<file path="src/rtl/multicycle_ctrl.sv">
// rtl/multicycle_ctrl.sv - multicycle main-control FSM producing datapath enables and aluop
//
// Purpose: sequences fetch/decode/execute/memory/writeback for the 5-bit-opcode CPU.
//   Outputs are decoded from the state register only. The exceptions are irwrite/pcwrite
//   in FETCH, which follow mem_ready, and pcwrite in BRANCH, which follows zero.
// Optional feature macro: MC_PERF_CNT_EN (adds COUNT_W parameter and instr_count output).
// Ports:
//   clk, reset          rising-edge clock, asynchronous active-high reset
//   op [OP_W-1:0]       opcode from instruction register, sampled in DECODE
//   zero                ALU zero flag (BRANCH)
//   mem_ready           memory handshake (FETCH, MEMREAD, MEMWRITE)
//   aluop [1:0]         00 add, 01 sub, 10 R-type, 11 immediate
//   alusrca [1:0]       00 PC, 01 oldPC, 10 regA
//   alusrcb [1:0]       00 regB, 01 imm, 10 const 1
//   resultsrc [1:0]     00 ALUOut, 01 memdata, 10 ALU result
//   adrsrc              0 PC, 1 ALUOut
//   irwrite, pcwrite, regwrite, memwrite   datapath strobes
//   state [3:0]         current state (debug)
//   instr_count         retired-instruction counter (MC_PERF_CNT_EN only)
module multicycle_ctrl #(
   parameter int OP_W = 5
`ifdef MC_PERF_CNT_EN
   , parameter int COUNT_W = 32
`endif
) (
   input  logic            clk,
   input  logic            reset,
   input  logic [OP_W-1:0] op,
   input  logic            zero,
   input  logic            mem_ready,
   output logic [1:0]      aluop,
   output logic [1:0]      alusrca,
   output logic [1:0]      alusrcb,
   output logic [1:0]      resultsrc,
   output logic            adrsrc,
   output logic            irwrite,
   output logic            pcwrite,
   output logic            regwrite,
   output logic            memwrite,
   output logic [3:0]      state
`ifdef MC_PERF_CNT_EN
   , output logic [COUNT_W-1:0] instr_count
`endif
);

   typedef enum logic [3:0] {
      S_FETCH    = 4'd0,
      S_DECODE   = 4'd1,
      S_MEMADR   = 4'd2,
      S_MEMREAD  = 4'd3,
      S_MEMWB    = 4'd4,
      S_MEMWRITE = 4'd5,
      S_EXECR    = 4'd6,
      S_EXECI    = 4'd7,
      S_ALUWB    = 4'd8,
      S_BRANCH   = 4'd9,
      S_JUMP     = 4'd10
   } state_t;

   state_t          state_q, state_d;
   logic [OP_W-1:0] op_q, op_d;

   always_ff @(posedge clk or posedge reset) begin
      if (reset) begin
         state_q <= S_FETCH;
         op_q    <= '0;
      end else begin
         state_q <= state_d;
         op_q    <= op_d;
      end
   end

   always_comb begin
      state_d   = state_q;
      op_d      = op_q;
      aluop     = 2'b00;
      alusrca   = 2'b00;
      alusrcb   = 2'b00;
      resultsrc = 2'b00;
      adrsrc    = 1'b0;
      irwrite   = 1'b0;
      pcwrite   = 1'b0;
      regwrite  = 1'b0;
      memwrite  = 1'b0;
      case (state_q)
         S_FETCH: begin
            alusrcb   = 2'b10;
            resultsrc = 2'b10;
            if (mem_ready) begin
               irwrite = 1'b1;
               pcwrite = 1'b1;
               state_d = S_DECODE;
            end
         end
         S_DECODE: begin
            // ALU precomputes oldPC + imm as the branch/jump target.
            alusrca = 2'b01;
            alusrcb = 2'b01;
            op_d    = op;
            if (op[4:3] == 2'b00)                        state_d = S_EXECR;
            else if (op == 5'b01000 || op == 5'b01001)   state_d = S_MEMADR;
            else if (op == 5'b01010)                     state_d = S_BRANCH;
            else if (op == 5'b01011)                     state_d = S_JUMP;
            else if (op[4:2] == 3'b011)                  state_d = S_EXECI;
            else                                         state_d = S_FETCH;
         end
         S_MEMADR: begin
            alusrca = 2'b10;
            alusrcb = 2'b01;
            // Only LW/SW reach MEMADR, so the latched opcode's LSB selects the branch.
            state_d = (op_q == 5'b01000) ? S_MEMREAD : S_MEMWRITE;
         end
         S_MEMREAD: begin
            adrsrc = 1'b1;
            if (mem_ready) state_d = S_MEMWB;
         end
         S_MEMWB: begin
            resultsrc = 2'b01;
            regwrite  = 1'b1;
            state_d   = S_FETCH;
         end
         S_MEMWRITE: begin
            adrsrc   = 1'b1;
            memwrite = 1'b1;
            if (mem_ready) state_d = S_FETCH;
         end
         S_EXECR: begin
            alusrca = 2'b10;
            aluop   = 2'b10;
            state_d = S_ALUWB;
         end
         S_EXECI: begin
            alusrca = 2'b10;
            alusrcb = 2'b01;
            aluop   = 2'b11;
            state_d = S_ALUWB;
         end
         S_ALUWB: begin
            regwrite = 1'b1;
            state_d  = S_FETCH;
         end
         S_BRANCH: begin
            alusrca = 2'b10;
            aluop   = 2'b01;
            pcwrite = zero;
            state_d = S_FETCH;
         end
         S_JUMP: begin
            alusrca   = 2'b01;
            alusrcb   = 2'b01;
            resultsrc = 2'b10;
            pcwrite   = 1'b1;
            state_d   = S_FETCH;
         end
         default: state_d = S_FETCH;
      endcase
   end

   assign state = state_q;

`ifdef MC_PERF_CNT_EN
   logic [COUNT_W-1:0] count_q, count_d;

   // An instruction retires whenever the FSM returns to FETCH from elsewhere.
   always_comb begin
      count_d = count_q;
      if (state_q != S_FETCH && state_d == S_FETCH)
         count_d = count_q + {{(COUNT_W-1){1'b0}}, 1'b1};
   end

   always_ff @(posedge clk or posedge reset) begin
      if (reset) count_q <= '0;
      else       count_q <= count_d;
   end

   assign instr_count = count_q;
`endif

endmodule
</file>
<file path="config.mk">
export PLATFORM = sky130hd
export DESIGN_NAME = multicycle_ctrl
export DESIGN_NICKNAME = d
export VERILOG_FILES = /design/src/rtl/multicycle_ctrl.sv
export SDC_FILE = /design/constraint.sdc
export NUM_CORES = 1
export LEC_CHECK = 0
export BUFFER_PORTS_ARGS = -buffer_cell sky130_fd_sc_hd__buf_2
export CELL_PAD_IN_SITES_DETAIL_PLACEMENT = 1
export CELL_PAD_IN_SITES_GLOBAL_PLACEMENT = 2
export CORE_MARGIN = 4
export CORE_UTILIZATION = 27
export CTS_BUF_LIST = sky130_fd_sc_hd__clkbuf_8 sky130_fd_sc_hd__clkbuf_16
export DETAILED_ROUTE_END_ITERATION = 10
export PLACE_DENSITY_LB_ADDON = 0.15
export SLEW_MARGIN = 5
export SYNTH_ARGS = -nofsm -noshare
export SYNTH_HDL_FRONTEND = slang
export SYNTH_SLANG_ARGS = --single-unit
</file>
<file path="constraint.sdc">
create_clock -name clk -period 3.64 [get_ports clk]
set_input_delay 0.182 -clock clk [delete_from_list [all_inputs] [get_ports clk]]
set_output_delay 0.182 -clock clk [all_outputs]
set_load 0.02 [all_outputs]
</file>
==> results.cfg, run 1 <==
[sta]
timing.slew.headroom_pct = 40.4
finalHoldViolCount = 0
fin_crit_sh_pct = 55.9
setup_viol = 0
period_minus_slack_ns = 2.04
drv_slew = 0
rsz0062_at_grt = false
fin_skew_ns = 0.00197
max_slew.worst_pin.slew_ns = 0.882
setup_tns_ns = 0
max_clock_freq_mhz = 491

[route]
dr.pass1.iters = 4
met3_length_microns = 123
wl_met1_microns = 952
vias = 712
drt-vias-per-instance = 5.16
dr.max_layer_used = met3
ant_nets = 0
dr_wl_met2_microns = 848
drtIter0Drc = 11
wl_per_cell_microns = 13.9
wl_microns = 1920
drc = 0

[placement]
post-dp-hpwl_microns = 1460
dp_cells = 133
postPlaceCellArea_sq_um = 820
io_buffers = 25
place_congestion = 0.733

[power]
p_leak_nw = 0.448
power.total_mw = 0.731
p_per_area_mw_per_mm2 = 835
vdd_drop_max_mv = 0.271

[critical_path]
critPathCaptureType = flop
cp-start-kind = flop
regToRegSetupSlack_ns = 1.60
critical_path_class = flop to flop
critPathRequiredTime_ns = 3.77
r2r_end = state[2]$_DFFE_PP0P_
arrival_ns = 2.17
critical_path_peak_fanout = 21
r2r_cells = 3
rr_startpoint = state[0]$_DFFE_PP0P_

[yosys]
avgSynthCellArea_sq_um = 7.96
ys_ff_latch = 9
netlist_area_sq_um = 684
syn_nets = 95
synthDistinctLibCells = 34
synth_edf_count = 0
syn_inst = 86
async_reset_ff_share_pct = 100
yosysSeqAreaShare_pct = 32.9
yosys_warnings = 0
ys.flop_type = dfrtp_1

[clocking]
clock-sinks = 9
cts_resized = 0
root_buffer = clkbuf_8
clock_path_buffers = 2
cts_hold_buf = 1
clkTransAtPathRegs_ns = 0.04
cts_setup_buffers = 0
cts_tree = built
clk_latency_ns = 0.23
cts_buffers = 3
htree_levels = 1

[global_routing]
grtUsageTotal_pct = 12.0
first_global_vias = 680
grt_pass1_wl_microns = 3190
grt_antenna_before_repair = 0
grt_max_degree = 22
gr-total-overflow = 0

[final_layout]
final_area_sq_um = 875
drive_above_1_share_pct = 30.9
antenna_cells = 0
fin_cells = 138
final_common_cell = buf_2
finalNetCount = 120
final_cell_mix = buf_2, nand2_1, dfrtp_1
area_delta_synth_final_pct = 27.8

[die]
start_util_pct = 29.5
die-height_microns = 58.3
die_x_microns = 58.3
ios = 26
coreArea_sq_mm = 0.00232
dieArea_sq_mm = 0.00340
row_count = 17

[hold_path]
hp-start = op[0]
hold_depth = 3
min_to = op_q[0]$_DFFE_PP0P_
min_path_type = primary input to flop

[flow_run]
max_cap_viol_count = 0

[status]
status = finished, final reports clean
==> how the worst max path moves through the flow <==
stage                            to            startpoint  depth (start not counted)  slack (ns)
2_1_floorplan               irwrite  state[0]$_DFFE_PP0P_                          4        1.70
3_3_place_gp   state[2]$_DFFE_PP0P_  state[0]$_DFFE_PP0P_                          3        1.69
3_5_place_dp   state[2]$_DFFE_PP0P_  state[0]$_DFFE_PP0P_                          3        1.62
4_1_cts        state[2]$_DFFE_PP0P_  state[0]$_DFFE_PP0P_                          3        1.62
5_1_grt        state[0]$_DFFE_PP0P_  state[0]$_DFFE_PP0P_                          3        1.34
6_report       state[2]$_DFFE_PP0P_  state[0]$_DFFE_PP0P_                          3        1.60
==> routing by layer <==
metal	global-route usage [%]	vias up
met5	0	-
met4	0.993	0
met3	4.61	0
met2	17.9	20
met1	17.1	342
li1	-	350
==> synth_stat cells (2+ instances only) <==
cell type  count  share of area [%]
inv_1          2                1.1
clkbuf_1       4                2.2
a21oi_1        3                2.2
nor2_1         5                2.7
nor2b_1        6                5.5
or2_2          2                1.8
nand2b_1       5                4.6
nor3_1         2                1.5
or3b_2         2                2.6
buf_2          2                1.5
nor4_1         2                1.8
dfrtp_1        9                 33
nand2_1       17                9.3
a211o_1        3                3.8
a21o_1         2                2.2
and2_1         2                1.8
==> power breakdown <==
part | total (mW) | internal, mW | switching [mW]
clock network | 0.111 | 0.0733 | 0.0380
registers | 0.220 | 0.141 | 0.0786
logic | 0.399 | 0.164 | 0.235
==> logic make-up after synthesis <==
family                 count (synthesis)  synth area share [%]
flip-flops                             9                  32.9
AND/OR/NAND/NOR                       50                  40.0
XOR/XNOR                               1                  1.28
buffers and inverters                  8                  4.75
AO/OA/AOI/OAI                         17                  19.4
multiplexers                           1                  1.65
==> worst max-delay path, cell delays in order (launching register included) <==
cell and delay [ns]:
dfrtp_1 0.68, or4b_1 0.65, o311a_1 0.40, a221oi_2 0.21
==> final cells by class <==
cell class / instances / area, sq um
multi-input cells: 69 / 427
inverters: 2 / 7.51
fillers: 297 / 1440
clock buffers: 3 / 41.3
clock inverters: 1 / 3.75
repair buffers: 26 / 135
well taps: 28 / 35.0
flip-flops and latches: 9 / 225
==> per-stage QoR <==
step                      hold slack (ns)  util, %  setup slack [ns]
after detailed placement            0.164     35.3              1.62
after global placement              0.172     35.3              1.69
after global routing                0.182     37.7              1.34
final                               0.169     37.7              1.60
after CTS                           0.167     37.7              1.62
after floorplan                   0.00992        -              1.70
==> state kept, by name, summed over array words and instances, names as in the netlist <==
signal / count
op_q: 5
state: 4
Note: power is estimated with default switching activity, not from simulation.
==> inputs of run 2 (changes only) <==
Settings changed: ABC_AREA set to 1, CORE_UTILIZATION 27 to 20.
Clock period 3.64 ns to 1.85 ns, I/O delays scaled along.
==> run 2 against run 1 <==
Flip-flop and latch count did not move. Clock skew barely moved. Area after synthesis fell by 8.4%. Count of clock-buffer cells in the layout did not move. Largest power group unchanged. Combinational power rose by 140%. Total power rose by 110%. Hold slack got worse by 0.063 ns. Via count fell by 3.5%.
==> results.cfg, run 2 <==
[status]
status = finished, final reports clean

[power]
power.total_mw = 1.54
p_per_area_mw_per_mm2 = 1810
p_sw_share_pct = 52.3
vdd_drop_max_mv = 0.442
sequentialPowerShare_pct = 23.8
comb_power_share_pct = 61.6
p_int_mw = 0.733
p_leak_nw = 0.527
p_clk_share_pct = 14.6
p_sw_mw = 0.804

[sta]
max_clock_freq_mhz = 634
fin_crit_sh_pct = 85.2
finalHoldViolCount = 0
hold-worst-slack_ns = 0.106
drv_slew = 0
period_minus_slack_ns = 1.58
setup_tns_ns = 0
setup_viol = 0
fin_skew_ns = 0.00239
max_slew.worst_pin.slew_ns = 0.357
timing.slew.headroom_pct = 76.2
rsz0062_at_grt = false

[final_layout]
antenna_cells = 0
final_core_utilization_pct = 28.1
largest_register = op_q
drive_above_1_share_pct = 27.3
final_cell_mix = nand2_1, buf_2, inv_1
area_delta_synth_final_pct = 35.7
largest_reg_flops = 5
final_common_cell = nand2_1
finalNetCount = 138

[yosys]
synth_top_area_share_pct = 35.9
yosysSeqAreaShare_pct = 35.9
netlist_area_sq_um = 627
synthTopCellsByCount = nand2_1, inv_1, nor2_1
synth_edf_count = 0
syn_nets = 108
synthDistinctLibCells = 15
syn_inst = 99
yosys_warnings = 0
async_reset_ff_share_pct = 100
avgSynthCellArea_sq_um = 6.33
ys.flop_type = dfrtp_1
synth.area.top_cells = dfrtp_1, nand2_1, inv_1, nor2_1, nand3_1
yosysTopAreaCell = dfrtp_1
synth_most_common_cell = nand2_1
ys_ff_latch = 9

[placement]
post-dp-hpwl_microns = 1600
io_buffers = 25
place_congestion = 0.758

[route]
wl_per_cell_microns = 10.9
dr.pass1.iters = 4
vias = 687
drc = 0
drt-vias-per-instance = 3.99
wl_microns = 1870
drtIter0Drc = 12
ant_nets = 0

[critical_path]
cp_top_family = simple AND/OR/NAND/NOR gates
critPathMaxStageDelay_ns = 0.40
cpMostUsedCell = nor2_1
cp.buffers_inverters = 1
critical_path_peak_fanout = 4
arrival_ns = 1.48
critical_path_class = flop to output port
critPathRequiredTime_ns = 1.76
crit_chain = nor2_1 > nand2_1 > nor2_1 > nand3b_1 > buf_2
critPathCaptureType = output port
crit_slowest_cell = dfrtp_1
cp-start-kind = flop

[clocking]
cts_hold_buf = 1
htree_levels = 1
clock_path_buffers = 2
cts_setup_buffers = 0
cts_tree = built
clkTransAtPathRegs_ns = 0.05
root_buffer = clkbuf_8
cts_resized = 0
clk_latency_ns = 0.23
clock-sinks = 9
cts_buffers = 3

[global_routing]
gr-total-overflow = 0
grt_pass1_wl_microns = 3230
grt_antenna_before_repair = 0
grt_max_degree = 12
first_global_vias = 685
grtUsageTotal_pct = 10.4

[die]
die-height_microns = 64.0
dieArea_sq_mm = 0.00409
row_count = 20
ios = 26
start_util_pct = 20.7
die_x_microns = 64.0
coreArea_sq_mm = 0.00303

[hold_path]
min_path_type = primary input to flop

[flow_run]
max_cap_viol_count = 0
==> run 2: logic make-up (layout without fill, tap and decap cells) <==
kind of cell           count (synthesis)  in the layout  synth area share (%)
and+or+nand+nor                       61             61                  41.1
buffers and inverters                 21             50                  13.8
DFF                                    9              9                  35.9
AOI/OAI and AO/OA                      8              8                  9.18
==> run 2: final timing paths <==
path                                           start                    to  slack [ns]  cells after the start
worst min register to register   op_q[0]$_DFFE_PP0P_   op_q[0]$_DFFE_PP0P_        0.47                      2
min in group asynchronous                      reset  state[3]$_DFFE_PP0P_        0.37                      3
max in group asynchronous                      reset  state[0]$_DFFE_PP0P_        1.22                      3
worst max register to register  state[3]$_DFFE_PP0P_  state[2]$_DFFE_PP0P_        0.53                      6
worst min-delay path                           op[0]   op_q[0]$_DFFE_PP0P_        0.11                      3
worst max-delay path            state[3]$_DFFE_PP0P_               pcwrite        0.27                      5
==> run 2: cell type report <==
class | count | area, sq um
clock buffer | 3 | 41.3
clock inverter | 1 | 3.75
fill | 411 | 2180
inverter | 20 | 75.1
multi-input combinational | 69 | 315
sequential | 9 | 225
tap | 44 | 55.1
timing repair buffer | 26 | 135
==> run 2: routing by layer <==
metal,part of all wire (%),global-route usage (%),vias up
li1,-,-,359
met1,48,13.2,315
met2,47,16.1,11
met3,3.9,3.69,2
met4,0.91,4.04,0
met5,0,0,-
==> run 2: power by group through the flow <==
| stage | clock (mW) | sequential, mW | combinational, mW |
|---|---|---|---|
| detailed placement | 0 | 0.369 | 0.971 |
| global route | 0.243 | 0.378 | 1.07 |
| floorplan | 0 | 0.391 | 0.675 |
| CTS | 0.232 | 0.367 | 0.975 |
| finish | 0.224 | 0.366 | 0.947 |
| global placement | 0 | 0.364 | 0.967 |
==> run 2: per-stage QoR <==
step | instances | worst slack (ns) | area, sq um
6_report | 172 | 0.274 | 851
2_1_floorplan | 99 | 0.370 | 627
5_1_grt | 172 | 0.117 | 851
3_3_place_gp | 167 | 0.515 | 796
4_1_cts | 172 | 0.245 | 851
3_5_place_dp | 167 | 0.499 | 796
==> run 2: worst reg2reg max path, stage by stage, from the launching register on <==
cell     delay [ns]
dfrtp_1        0.40
nor2_1         0.28
nand2_1        0.17
nand3_1        0.14
nand2_1        0.07
nand2_1        0.07
nand2_1        0.07
==> inputs of run 3 (changes only) <==
Settings changed: CORE_ASPECT_RATIO set to 0.9, SKIP_CTS_REPAIR_TIMING set to 1.
==> run 3 against run 2 <==
Combinational power increased by 0.7%. Register-to-register slack improved by 0.03 ns. Fmax increased by 1.1%. Global-route usage decreased by 0.10 points. Die area about the same. Sequential power increased by 2%. Critical path type unchanged. Non-clock buffer count unchanged. Clock skew decreased by 0.0013 ns. Count of clock-buffer cells in the layout unchanged. Largest power group unchanged.
==> results.cfg, run 3 (synthesis gave the netlist of run 2 again) <==
[route]
vias = 702
dr.pass1.iters = 4
wl_per_cell_microns = 12.1
drtIter0Drc = 26
wl_microns = 2030
drc = 0
drt-vias-per-instance = 4.18
ant_nets = 0

[placement]
postPlaceCellArea_sq_um = 791
io_buffers = 25
place_congestion = 0.697
post-dp-hpwl_microns = 1730

[global_routing]
grt_antenna_before_repair = 0
gr-total-overflow = 0
first_global_vias = 702
grt_max_degree = 12
grt_pass1_wl_microns = 3170
grtUsageTotal_pct = 10.3

[critical_path]
cp-start-kind = flop
crit_chain = nor2_1 > nand2_1 > nor2_1 > nand3b_1 > buf_2
critPathMaxStageDelay_ns = 0.41
cp.buffers_inverters = 1
critical_path_class = flop to output port
cpMostUsedCell = nor2_1
critPathCaptureType = output port
critical_path_peak_fanout = 4
critPathRequiredTime_ns = 1.76
cp_top_family = simple AND/OR/NAND/NOR gates
crit_slowest_cell = dfrtp_1
arrival_ns = 1.47

[power]
sequentialPowerShare_pct = 24.2
p_leak_nw = 0.527
comb_power_share_pct = 61.5
p_per_area_mw_per_mm2 = 1840
p_clk_share_pct = 14.4
p_sw_share_pct = 52.8
vdd_drop_max_mv = 0.460
p_sw_mw = 0.820
p_int_mw = 0.733

[clocking]
clkTransAtPathRegs_ns = 0.05
htree_levels = 1
clock-sinks = 9
root_buffer = clkbuf_8
clk_latency_ns = 0.23
clock_path_buffers = 2
cts_buffers = 3
cts_tree = built

[sta]
max_clock_freq_mhz = 642
drv_slew = 0
fin_skew_ns = 0.00110
fin_crit_sh_pct = 84.3
period_minus_slack_ns = 1.56
rsz0062_at_grt = false
timing.slew.headroom_pct = 74.6
setup_viol = 0
setup_tns_ns = 0
finalHoldViolCount = 0
max_slew.worst_pin.slew_ns = 0.380

[die]
row_count = 18
start_util_pct = 21.9
die_x_microns = 67.0
die-height_microns = 61.1
dieArea_sq_mm = 0.00409
ios = 26
coreArea_sq_mm = 0.00286

[flow_run]
max_cap_viol_count = 0

[final_layout]
largest_register = op_q
area_delta_synth_final_pct = 34.9
final_common_cell = nand2_1
final_cell_mix = nand2_1, buf_2, inv_1
largest_reg_flops = 5
final_area_sq_um = 846
drive_above_1_share_pct = 27.3
antenna_cells = 0
finalNetCount = 138

[status]
status = finished, final reports clean

[hold_path]
min_path_type = primary input to flop
==> run 3: final cells by class <==
class | count | area [sq um]
flip-flops and latches | 9 | 225
well taps | 40 | 50.0
inverters | 20 | 75.1
multi-input cells | 69 | 315
clock inverters | 1 | 3.75
clock buffers | 3 | 41.3
fillers | 388 | 2010
repair buffers | 26 | 135
==> run 3: per-layer routing <==
layer	wire length [microns]	GRT usage [%]
met1	960	14.6
met2	954	16.1
met3	118	3.83
met4	0	0
met5	0	0
==> run 3: path summary, 6_finish.rpt <==
| kind | from | end | slack (ns) | cells past startpoint |
|---|---|---|---|---|
| min in group asynchronous | reset | op_q[1]$_DFFE_PP0P_ | 0.39 | 3 |
| min reg2reg | op_q[3]$_DFFE_PP0P_ | op_q[3]$_DFFE_PP0P_ | 0.48 | 2 |
| max | state[3]$_DFFE_PP0P_ | pcwrite | 0.29 | 5 |
| max reg2reg | state[3]$_DFFE_PP0P_ | state[2]$_DFFE_PP0P_ | 0.56 | 6 |
| max in group asynchronous | reset | op_q[3]$_DFFE_PP0P_ | 1.19 | 3 |
| min | op[0] | op_q[0]$_DFFE_PP0P_ | 0.11 | 3 |
==> run 3: power by group through the flow <==
stage                     sequential, mW  clock, mW  combinational [mW]
final                              0.375      0.223               0.954
after global routing               0.388      0.241                1.07
after CTS                          0.378      0.230               0.974
after detailed placement           0.380          0               0.972
after global placement             0.374          0               0.966
after floorplan                    0.391          0               0.675
==> run 3: worst min-delay path, stage by stage <==
cell	delay, ns
buf_2	0.10
nand2_1	0.06
nand2_1	0.06
==> run 3: through the flow <==
stage / total power [mW] / hold slack, ns / std cells / utilization (%) / setup slack [ns]
floorplan: 1.07 / -0.0796 / 99 / - / 0.370
global placement: 1.34 / 0.0720 / 163 / 27.6 / 0.504
detailed placement: 1.35 / 0.0791 / 163 / 27.6 / 0.532
CTS: 1.58 / -0.168 / 167 / 29.2 / 0.270
global route: 1.70 / 0.123 / 168 / 29.6 / 0.139
finish: 1.55 / 0.109 / 168 / 29.6 / 0.291
